File: config.mk
export PLATFORM = sky130hd
export DESIGN_NAME = if_id_pipe_reg
export DESIGN_NICKNAME = d
export VERILOG_FILES = /design/src/rtl/if_id_pipe_reg.sv
export SDC_FILE = /design/constraint.sdc
export NUM_CORES = 1
export LEC_CHECK = 0
export ABC_AREA = 1
export CELL_PAD_IN_SITES_DETAIL_PLACEMENT = 0
export CELL_PAD_IN_SITES_GLOBAL_PLACEMENT = 1
export CORE_MARGIN = 2
export CORE_UTILIZATION = 36
export DETAILED_ROUTE_END_ITERATION = 10
export PLACE_DENSITY = 0.77
export REMOVE_ABC_BUFFERS = 1
export SETUP_SLACK_MARGIN = 0.02
export SYNTH_ARGS = -nofsm -noshare
export SYNTH_HDL_FRONTEND = slang
export SYNTH_SLANG_ARGS = --single-unit
File: constraint.sdc
create_clock -name clk -period 1.7 [get_ports clk]
set_input_delay 0.34 -clock clk [delete_from_list [all_inputs] [get_ports clk]]
set_output_delay 0.34 -clock clk [all_outputs]
set_load 0.005 [all_outputs]
File: src/rtl/if_id_pipe_reg.sv
// IF/ID pipeline register: a 2-entry skid buffer between fetch and decode.
// Define IF_ID_PIPE_REG_STATS_EN to add the stall_cnt/flush_cnt statistics outputs.
module if_id_pipe_reg #(
   parameter int                 PC_W      = 32,
   parameter int                 INSTR_W   = 32,
   parameter logic [INSTR_W-1:0] NOP_INSTR = '0
) (
   input  logic               clk,
   input  logic               rst_n,
   input  logic               in_valid,
   output logic               in_ready,
   input  logic [PC_W-1:0]    pc_in,
   input  logic [INSTR_W-1:0] instr_in,
   input  logic               flush,
   output logic               out_valid,
   input  logic               out_ready,
   output logic [PC_W-1:0]    pc_out,
   output logic [INSTR_W-1:0] instr_out
`ifdef IF_ID_PIPE_REG_STATS_EN
   ,
   output logic [31:0]        stall_cnt,
   output logic [31:0]        flush_cnt
`endif
);

   // Handshake: a transfer happens on a rising edge where valid and ready are both 1;
   // a producer holds valid and its payload until that edge, and ready never waits on valid.
   logic               main_valid;
   logic [PC_W-1:0]    main_pc;
   logic [INSTR_W-1:0] main_instr;
   logic               skid_valid;
   logic [PC_W-1:0]    skid_pc;
   logic [INSTR_W-1:0] skid_instr;
   logic               in_fire;
   logic               out_fire;

   // in_ready comes straight from the skid register, so out_ready never reaches it.
   assign in_ready  = ~skid_valid;
   assign out_valid = main_valid;
   assign in_fire   = in_valid & in_ready;
   assign out_fire  = main_valid & out_ready;
   assign pc_out    = main_valid ? main_pc : '0;
   assign instr_out = main_valid ? main_instr : NOP_INSTR;

   always_ff @(posedge clk or negedge rst_n) begin
      if (!rst_n) begin
         main_valid <= 1'b0;
         main_pc    <= '0;
         main_instr <= '0;
         skid_valid <= 1'b0;
         skid_pc    <= '0;
         skid_instr <= '0;
      end else if (flush) begin
         main_valid <= 1'b0;
         skid_valid <= 1'b0;
      end else if (skid_valid) begin
         // skid full means in_ready=0, so only the drain into main can happen
         if (out_fire) begin
            main_pc    <= skid_pc;
            main_instr <= skid_instr;
            skid_valid <= 1'b0;
         end
      end else if (in_fire && (!main_valid || out_fire)) begin
         main_valid <= 1'b1;
         main_pc    <= pc_in;
         main_instr <= instr_in;
      end else if (in_fire) begin
         skid_valid <= 1'b1;
         skid_pc    <= pc_in;
         skid_instr <= instr_in;
      end else if (out_fire) begin
         main_valid <= 1'b0;
      end
   end

`ifdef IF_ID_PIPE_REG_STATS_EN
   logic [32:0] stall_sum;
   logic [32:0] flush_sum;

   assign stall_sum = {1'b0, stall_cnt} + 33'd1;
   assign flush_sum = {1'b0, flush_cnt} + 33'(main_valid) + 33'(skid_valid);

   // Both counters saturate at all-ones instead of wrapping.
   always_ff @(posedge clk or negedge rst_n) begin
      if (!rst_n) begin
         stall_cnt <= '0;
         flush_cnt <= '0;
      end else begin
         if (main_valid && !out_ready)
            stall_cnt <= stall_sum[32] ? 32'hFFFF_FFFF : stall_sum[31:0];
         if (flush)
            flush_cnt <= flush_sum[32] ? 32'hFFFF_FFFF : flush_sum[31:0];
      end
   end
`endif

endmodule

==> out/qor.log, run 1 <==
[outcome] outcome complete, but fails checks
[outcome] failing checks setup timing
[sta] worst setup slack after layout -0.199 ns
[sta] max-slew violation count 0
[power] switching share of total power 31.7%
[yosys] ys async rst share 100%
[power] total power divided by cell area 1060 nW/um^2
[critical_path] data arrival time at the worst-slack endpoint 1.56 ns
[placed_design] HPWL reported at the end of detailed placement 10.2 mm
[global_route] maximum number of pins on one net before global-route repair 79
[yosys] list of most frequent post-synthesis cells sky130_fd_sc_hd__nand2_1, sky130_fd_sc_hd__inv_1, sky130_fd_sc_hd__dfrtp_1, sky130_fd_sc_hd__o21ai_0, sky130_fd_sc_hd__nand3_1
[yosys] count of flip-flops with a built-in enable after synthesis 0
[sta] Setup violations, final 180
[global_route] wire length of the first global-routing pass 29.1 mm
[yosys] #FFs+latches synth 130
[yosys] most common cell in the synthesized netlist sky130_fd_sc_hd__nand2_1
[drt] wire length after detailed routing 23.4 mm
[power] part of the total power dissipated in the clock network 33.4%
[critical_path] Worst setup SP type register
[power] share of total power in combinational logic 29.0%
[yosys] Synth Instances 844
[floorplanning] total die area 18600 um^2
[flow_run] Max-cap violations 0
[clock_tree] TritonCTS clock tree built
[worst_hold_path] Hold Crit Class primary input to asynchronous set/reset pin
[global_route] number of global-route vias before repair 5406
[sta] transition time of the tightest slew-check pin 0.502 ns
[clock_tree] total clock sinks 130
[drt] wire length per cell after detailed routing 18.1 um
[critical_path] Critical Path RT 1.36 ns
[sta] hold violation count in the final report 0
[global_route] GR Util All Layers 20.5%
[clock_tree] CTS root buf sky130_fd_sc_hd__clkbuf_16
[layout] share of post-route cells with drive strength above 1 48.4%
[power] Leakage 0.00608 uW
[placed_design] Inst Count DP 1176
[yosys] share of the yosys chip area belonging to registers 51.7%
[layout] n_diodes 0
[placed_design] Port Buffers 134
[floorplanning] Placement Rows 48
[sta] final setup skew 0.00876 ns
[placed_design] GP Congestion 0.750
[sta] minimum clock period 1.90 ns
[critical_path] critical path endpoint category primary output
[floorplanning] Horiz. Die Dim 136 um
[floorplanning] initial standard-cell utilization of the core 36.7%
[yosys] Syn Std Cell Area 6300 um^2
[yosys] Post-Synthesis Mean Instance Area 7.46 um^2
[drt] via count of the routed design 6378
[yosys] cells taking the most area after synthesis sky130_fd_sc_hd__dfrtp_1, sky130_fd_sc_hd__nand2_1, sky130_fd_sc_hd__inv_1
[layout] post-layout instance count excluding filler cells 1294
[clock_tree] maximum level of the CTS H-tree 4
[layout] post-synthesis to final-layout area growth 82.1%
[yosys] main flop type after synthesis sky130_fd_sc_hd__dfrtp_1
[drt] Via density 4.93
[critical_path] CP Class register to primary output
[sta] post-route fraction of the period consumed by the critical path 112%
[drt] first drt pass iteration count 6
[global_route] total gr overflow 0
[clock_tree] clock latency on the worst-skew pair 0.43 ns
[sta] maximum achievable frequency 527 MHz
[power] Max IR drop VDD 0.000794 V
[clock_tree] buffers from clock root to sink, at most 2
[drt] drt first-iter violations 357
[power] share of total power in sequential cells 37.7%
[layout] Total Nets Final 1125
[sta] remaining max-slew budget at the tightest pin 66.5%
[yosys] Synth Warn # 0
[power] power after layout 12100 uW
[clock_tree] CTS clock-pin slew for the worst setup and hold paths 0.06 ns
[power] Net Sw Power 3840 uW
[drt] number of nets with antenna violations after detailed routing 0
[sta] RSZ-0062 raised after global routing true
[clock_tree] number of buffers inserted during clock tree synthesis 17
[yosys] largest area contributor in the netlist sky130_fd_sc_hd__dfrtp_1
[floorplanning] number of top-level pins 135
[floorplanning] height of the die 136 um
[yosys] proportion of netlist area held by the largest area contributor 51.7%
[critical_path] CP max FO 7
[floorplanning] total core area 17200 um^2
[power] P_int 8270 uW
[yosys] number of distinct library cell variants in the gate-level netlist after synthesis 17
[global_route] antenna violations before repair 0
[drt] DRC violations left 0
## area by class of cell
type                       instances  area (um^2)
clock inverter                    10          181
sequential                       130         3260
timing repair buffer             244         3100
fill                            1382         5710
multi-input combinational        531         3690
clock buffer                      22          454
tap                              225          282
inverter                         132          495
## registers in the layout, summed over array words and instances (netlist names)
register / flops
main_instr: 32
main_pc: 32
out_valid: 1
skid_instr: 32
skid_pc: 32
skid_valid: 1
## cell usage in the layout, fill, tap and decap left out, types with 2 or more instances in the layout
cell type	count
sky130_fd_sc_hd__buf_12	27
sky130_fd_sc_hd__buf_16	7
sky130_fd_sc_hd__buf_2	37
sky130_fd_sc_hd__buf_4	14
sky130_fd_sc_hd__buf_6	46
sky130_fd_sc_hd__buf_8	13
sky130_fd_sc_hd__bufinv_16	5
sky130_fd_sc_hd__clkbuf_1	4
sky130_fd_sc_hd__clkbuf_16	43
sky130_fd_sc_hd__clkbuf_2	5
sky130_fd_sc_hd__clkdlybuf4s50_1	67
sky130_fd_sc_hd__clkinv_2	3
sky130_fd_sc_hd__dfrtp_1	128
sky130_fd_sc_hd__inv_1	92
sky130_fd_sc_hd__inv_2	40
sky130_fd_sc_hd__nand2_1	150
sky130_fd_sc_hd__nand2_2	86
sky130_fd_sc_hd__nand2_4	87
sky130_fd_sc_hd__nand2_8	9
sky130_fd_sc_hd__nand3_1	16
sky130_fd_sc_hd__nand3_2	46
sky130_fd_sc_hd__nand3_4	2
sky130_fd_sc_hd__nor2_1	2
sky130_fd_sc_hd__o21ai_0	65
sky130_fd_sc_hd__o21ai_1	24
sky130_fd_sc_hd__o21ai_2	39
## worst paths after layout
path,startpoint,end,slack [ns],cells past startpoint
worst max-delay path,out_valid$_DFFE_PN0P_,pc_out[1],-0.20,7
worst min-delay path,rst_n,main_instr[29]$_DFFE_PN0P_,0.40,2
worst max register to register,out_valid$_DFFE_PN0P_,main_pc[18]$_DFFE_PN0P_,-0.16,11
worst min register to register,skid_pc[24]$_DFFE_PN0P_,skid_pc[24]$_DFFE_PN0P_,0.49,2
max in group asynchronous,rst_n,skid_pc[23]$_DFFE_PN0P_,0.70,3
min in group clk,pc_in[27],skid_pc[27]$_DFFE_PN0P_,0.47,3
## worst max-delay path: stages (launching register included)
cell and delay (ns):
sky130_fd_sc_hd__dfrtp_2 0.41, sky130_fd_sc_hd__buf_12 0.15, sky130_fd_sc_hd__buf_12 0.12, sky130_fd_sc_hd__buf_12 0.12, sky130_fd_sc_hd__buf_16 0.13, sky130_fd_sc_hd__nand2_4 0.05, sky130_fd_sc_hd__inv_2 0.03, sky130_fd_sc_hd__buf_2 0.11
## cell families (layout without fill, tap and decap cells)
kind of cell,Yosys count,count (layout),synth area share [%]
AOI/OAI and AO/OA,132,132,10.6
buffers and inverters,188,408,12.8
DFF,130,130,51.7
and+or+nand+nor,394,399,24.9
## metal layers
metal | share of wire [%] | wire (um) | global-route usage (%)
met1 | 43 | 10100 | 28.1
met3 | 5.1 | 1190 | 4.66
met5 | 0 | 0 | 0
met2 | 51 | 11800 | 32.6
met4 | 1.5 | 344 | 6.13
## power groups by stage
stage / clock network, uW / logic, uW / registers, uW
4_1_cts: 4030 / 2350 / 4290
3_5_place_dp: 0 / 1990 / 4250
2_1_floorplan: 0 / 982 / 4200
3_3_place_gp: 0 / 1940 / 4240
6_report: 4040 / 3510 / 4560
5_1_grt: 4190 / 3780 / 4640
## stage by stage
stage	TNS, ns	hold slack (ns)	util, %	setup WS (ns)	cell area [um^2]
after floorplan	-365.42	0.0444	-	-2.89	5980
after global placement	-12.05	0.279	46.8	-0.122	8040
after detailed placement	-15.34	0.278	46.8	-0.165	8040
after CTS	-34.68	0.417	54.0	-0.249	9280
after global routing	-26.26	0.423	66.7	-0.240	11500
final	-18.02	0.402	66.7	-0.199	11500
## repair_timing
item / CTS / global route
hold endpoints to repair: 31 / 0
gates resized for setup: 371 / 382
buffers inserted: 27 / 15
pin swaps: 1 / 61
setup endpoints to repair: 66 / 194
hold buffers: 1 / 0
cloned: 10 / 40
No activity file was read; power rests on OpenSTA's default activity.
==> inputs of run 2 (changes only) <==
--- a/config.mk
+++ b/config.mk
@@ -11,7 +11,7 @@
 export CORE_MARGIN = 2
 export CORE_UTILIZATION = 36
 export DETAILED_ROUTE_END_ITERATION = 10
-export PLACE_DENSITY = 0.77
+export PLACE_DENSITY = 0.81
 export REMOVE_ABC_BUFFERS = 1
 export SETUP_SLACK_MARGIN = 0.02
 export SYNTH_ARGS = -nofsm -noshare
==> run 2 against run 1 <==
- the flow still finishes with violations (setup timing)
- sequential cell count is the same
- total power shrank 18%
- clock skew shrank 0.00087 ns
- die area is the same
- critical endpoint is now instr_out[8]
- largest power group unchanged
==> out/qor.log, run 2 (synthesis results as in run 1) <==
[clock_tree] TritonCTS clock tree built
[sta] post-route fraction of the period consumed by the critical path 110% [-2.1 points]
[sta] transition time of the tightest slew-check pin 0.538 ns [+0.0352 ns]
[global_route] GR Util All Layers 17.5% [-3.1 points]
[power] P_int 7160 uW [-13%]
[layout] top library cells by usage in the layout, fill and taps aside sky130_fd_sc_hd__nand2_1, sky130_fd_sc_hd__dfrtp_1, sky130_fd_sc_hd__inv_1, sky130_fd_sc_hd__o21ai_0, sky130_fd_sc_hd__clkdlybuf4s50_1
[clock_tree] buffers from clock root to sink, at most 2 [unchanged]
[critical_path] data arrival time at the worst-slack endpoint 1.52 ns [-0.04 ns]
[clock_tree] total clock sinks 130 [unchanged]
[floorplanning] Horiz. Die Dim 136 um [unchanged]
[sta] Setup violations, final 55 [-69%]
[power] Max IR drop VDD 0.000805 V [+1.4%]
[power] share of total power in combinational logic 20.7% [-8.3 points]
[sta] remaining max-slew budget at the tightest pin 64.2% [-2.3 points]
[drt] drt first-iter violations 269 [-25%]
[floorplanning] Placement Rows 48 [unchanged]
[power] Net Sw Power 2790 uW [-27%]
[floorplanning] number of top-level pins 135 [unchanged]
[critical_path] Reg2Reg Depth 9 [-2]
[layout] Filler Cell Count 1707 [+24%]
[critical_path] end of the worst register-to-register path main_pc[0]$_DFFE_PN0P_
[clock_tree] number of buffers inserted during clock tree synthesis 17 [unchanged]
[floorplanning] height of the die 136 um [unchanged]
[sta] maximum achievable frequency 537 MHz [+2.0%]
[critical_path] CP Class register to primary output
[power] part of the total power dissipated in the clock network 36.6% [+3.2 points]
[placed_design] GP Congestion 0.732 [-2.4%]
[floorplanning] total core area 17200 um^2 [unchanged]
[outcome] outcome complete, but fails checks
[critical_path] Critical Path RT 1.36 ns [about the same]
[global_route] antenna violations before repair 0 [unchanged]
[clock_tree] CTS clock-pin slew for the worst setup and hold paths 0.06 ns [about the same]
[critical_path] Worst setup SP type register
[sta] final setup skew 0.00789 ns [-0.000865 ns]
[clock_tree] CTS root buf sky130_fd_sc_hd__clkbuf_16
[global_route] maximum number of pins on one net before global-route repair 85 [+7.6%]
[power] power after layout 9960 uW [-18%]
[clock_tree] maximum level of the CTS H-tree 4 [unchanged]
[drt] first drt pass iteration count 4 [-2]
[drt] wire length after detailed routing 16.2 mm [-31%]
[critical_path] CP max FO 11 [+4]
[critical_path] Critical path buffers and inverters 4 [-2]
[drt] Via density 4.50 [-8.8%]
[global_route] total gr overflow 0 [unchanged]
[drt] number of nets with antenna violations after detailed routing 0 [unchanged]
[critical_path] critical path endpoint category primary output
[drt] wire length per cell after detailed routing 13.3 um [-26%]
[layout] post-synthesis to final-layout area growth 40.6%
[power] switching share of total power 28.1% [-3.6 points]
[layout] share of post-route cells with drive strength above 1 14.7% [-34 points]
[flow_run] Max-cap violations 0 [unchanged]
[critical_path] cell breakdown of the critical path buf_6, clkbuf_16, nand2_1, inv_1, dlygate4sd2_1
[sta] minimum clock period 1.86 ns [-0.0365 ns]
[critical_path] Max stage delay cell, worst path sky130_fd_sc_hd__dfrtp_2
[sta] max-slew violation count 0 [unchanged]
[global_route] wire length of the first global-routing pass 25.2 mm [-13%]
[outcome] failing checks setup timing
[drt] via count of the routed design 5472 [-14%]
[layout] Total Nets Final 1049 [-6.8%]
[layout] most frequent standard cell in the layout excluding fill and tap cells sky130_fd_sc_hd__nand2_1
[layout] post-layout instance count excluding filler cells 1217 [-6.0%]
[placed_design] Port Buffers 134 [unchanged]
[floorplanning] total die area 18600 um^2 [unchanged]
[power] total power divided by cell area 1120 nW/um^2 [+6.5%]
[placed_design] HPWL reported at the end of detailed placement 9.78 mm [-4.3%]
[drt] DRC violations left 0 [unchanged]
[power] share of total power in sequential cells 42.8% [+5.1 points]
[power] Leakage 0.00505 uW [-17%]
[worst_hold_path] Hold Crit Class primary input to asynchronous set/reset pin
[global_route] number of global-route vias before repair 5064 [-6.3%]
[placed_design] Inst Count DP 1166 [-0.85%]
[clock_tree] clock latency on the worst-skew pair 0.42 ns [about the same]
[critical_path] Worst path max stage delay 0.44 ns [+0.03 ns]
[sta] hold violation count in the final report 0 [unchanged]
[sta] RSZ-0062 raised after global routing true
[sta] worst setup slack after layout -0.162 ns [+0.0365 ns]
[critical_path] launching point of the worst reg2reg path out_valid$_DFFE_PN0P_
[critical_path] worst-case register-to-register setup slack 0.08 ns [+0.24 ns]
[floorplanning] initial standard-cell utilization of the core 36.7% [unchanged]
[layout] n_diodes 0 [unchanged]
[critical_path] crit-path leading delay family buffers and inverters
-- run 2: changes by cell type in the layout (fill, tap and decap cells not counted), moves of 36 or more --
| cell | delta |
|---|---|
| sky130_fd_sc_hd__o21ai_2 | -39 |
| sky130_fd_sc_hd__nand2_4 | -70 |
| sky130_fd_sc_hd__nand3_1 | +47 |
| sky130_fd_sc_hd__nand3_2 | -45 |
| sky130_fd_sc_hd__o21ai_1 | +36 |
| sky130_fd_sc_hd__nand2_1 | +147 |
| sky130_fd_sc_hd__nand2_2 | -73 |
-- run 2: how the worst max path moves through the flow --
stage | startpoint | end | slack, ns | depth (start not counted)
after CTS | out_valid$_DFFE_PN0P_ | pc_out[2] | -0.37 | 4
after floorplan | skid_valid$_DFF_PN0_ | skid_instr[0]$_DFFE_PN0P_ | -2.89 | 3
after global placement | in_valid | main_instr[1]$_DFFE_PN0P_ | -0.06 | 9
after global routing | out_valid$_DFFE_PN0P_ | pc_out[8] | -0.23 | 6
after detailed placement | in_valid | main_pc[20]$_DFFE_PN0P_ | -0.11 | 9
final | out_valid$_DFFE_PN0P_ | instr_out[8] | -0.16 | 5
-- run 2: cell type report --
cell class / instances / area, um^2 / share of cell area, %
well taps: 225 / 282 / 3.18
inverters: 132 / 498 / 5.63
flip-flops and latches: 130 / 3260 / 36.8
repair buffers: 173 / 1830 / 20.7
clock buffers: 25 / 475 / 5.37
multi-input cells: 526 / 2400 / 27.2
clock inverters: 6 / 105 / 1.19
-- run 2: per-stage QoR --
stage | TNS (ns) | setup WS (ns) | hold slack (ns) | utilization (%) | cell area [um^2]
finish | -6.45 | -0.162 | 0.448 | 51.5 | 8850
floorplan | -365.42 | -2.89 | 0.0444 | - | 5980
CTS | -8.20 | -0.368 | 0.453 | 49.3 | 8470
detailed placement | -4.78 | -0.107 | 0.319 | 46.1 | 7920
global route | -10.45 | -0.228 | 0.470 | 51.5 | 8850
global placement | -2.70 | -0.0560 | 0.315 | 46.1 | 7920
-- run 2: layer usage --
metal,GRT usage [%],vias up,wire (um),part of all wire [%]
met2,28.1,122,7580,47
met4,7.35,0,274,1.7
li1,-,2865,-,-
met3,3.65,19,696,4.3
met1,22.8,2466,7670,47
met5,0,-,0,0
-- run 2: repair_timing --
action / in CTS / in global routing
hold buffers: 1 / 0
gates resized for setup: 76 / 130
pin swaps: 0 / 1
hold endpoints to repair: 42 / 0
gates cloned: 0 / 7
setup endpoints to repair: 66 / 67
buffers inserted: 1 / 12
-- run 2: power groups by stage --
stage / Combinational [uW] / Clock (uW) / Sequential (uW)
detailed placement: 1940 / 0 / 4240
global route: 2350 / 3830 / 4350
finish: 2060 / 3640 / 4260
CTS: 1880 / 3710 / 4200
global placement: 1890 / 0 / 4230
floorplan: 982 / 0 / 4200
-- run 2: worst reg2reg max path: stages, from the launching register on --
cell	delay (ns)
sky130_fd_sc_hd__dfrtp_2	0.44
sky130_fd_sc_hd__buf_4	0.16
sky130_fd_sc_hd__clkbuf_16	0.16
sky130_fd_sc_hd__nand2_1	0.08
sky130_fd_sc_hd__nand2_2	0.10
sky130_fd_sc_hd__nand2_4	0.14
sky130_fd_sc_hd__buf_12	0.12
sky130_fd_sc_hd__clkbuf_16	0.19
sky130_fd_sc_hd__nand3_1	0.09
sky130_fd_sc_hd__nand2_1	0.08
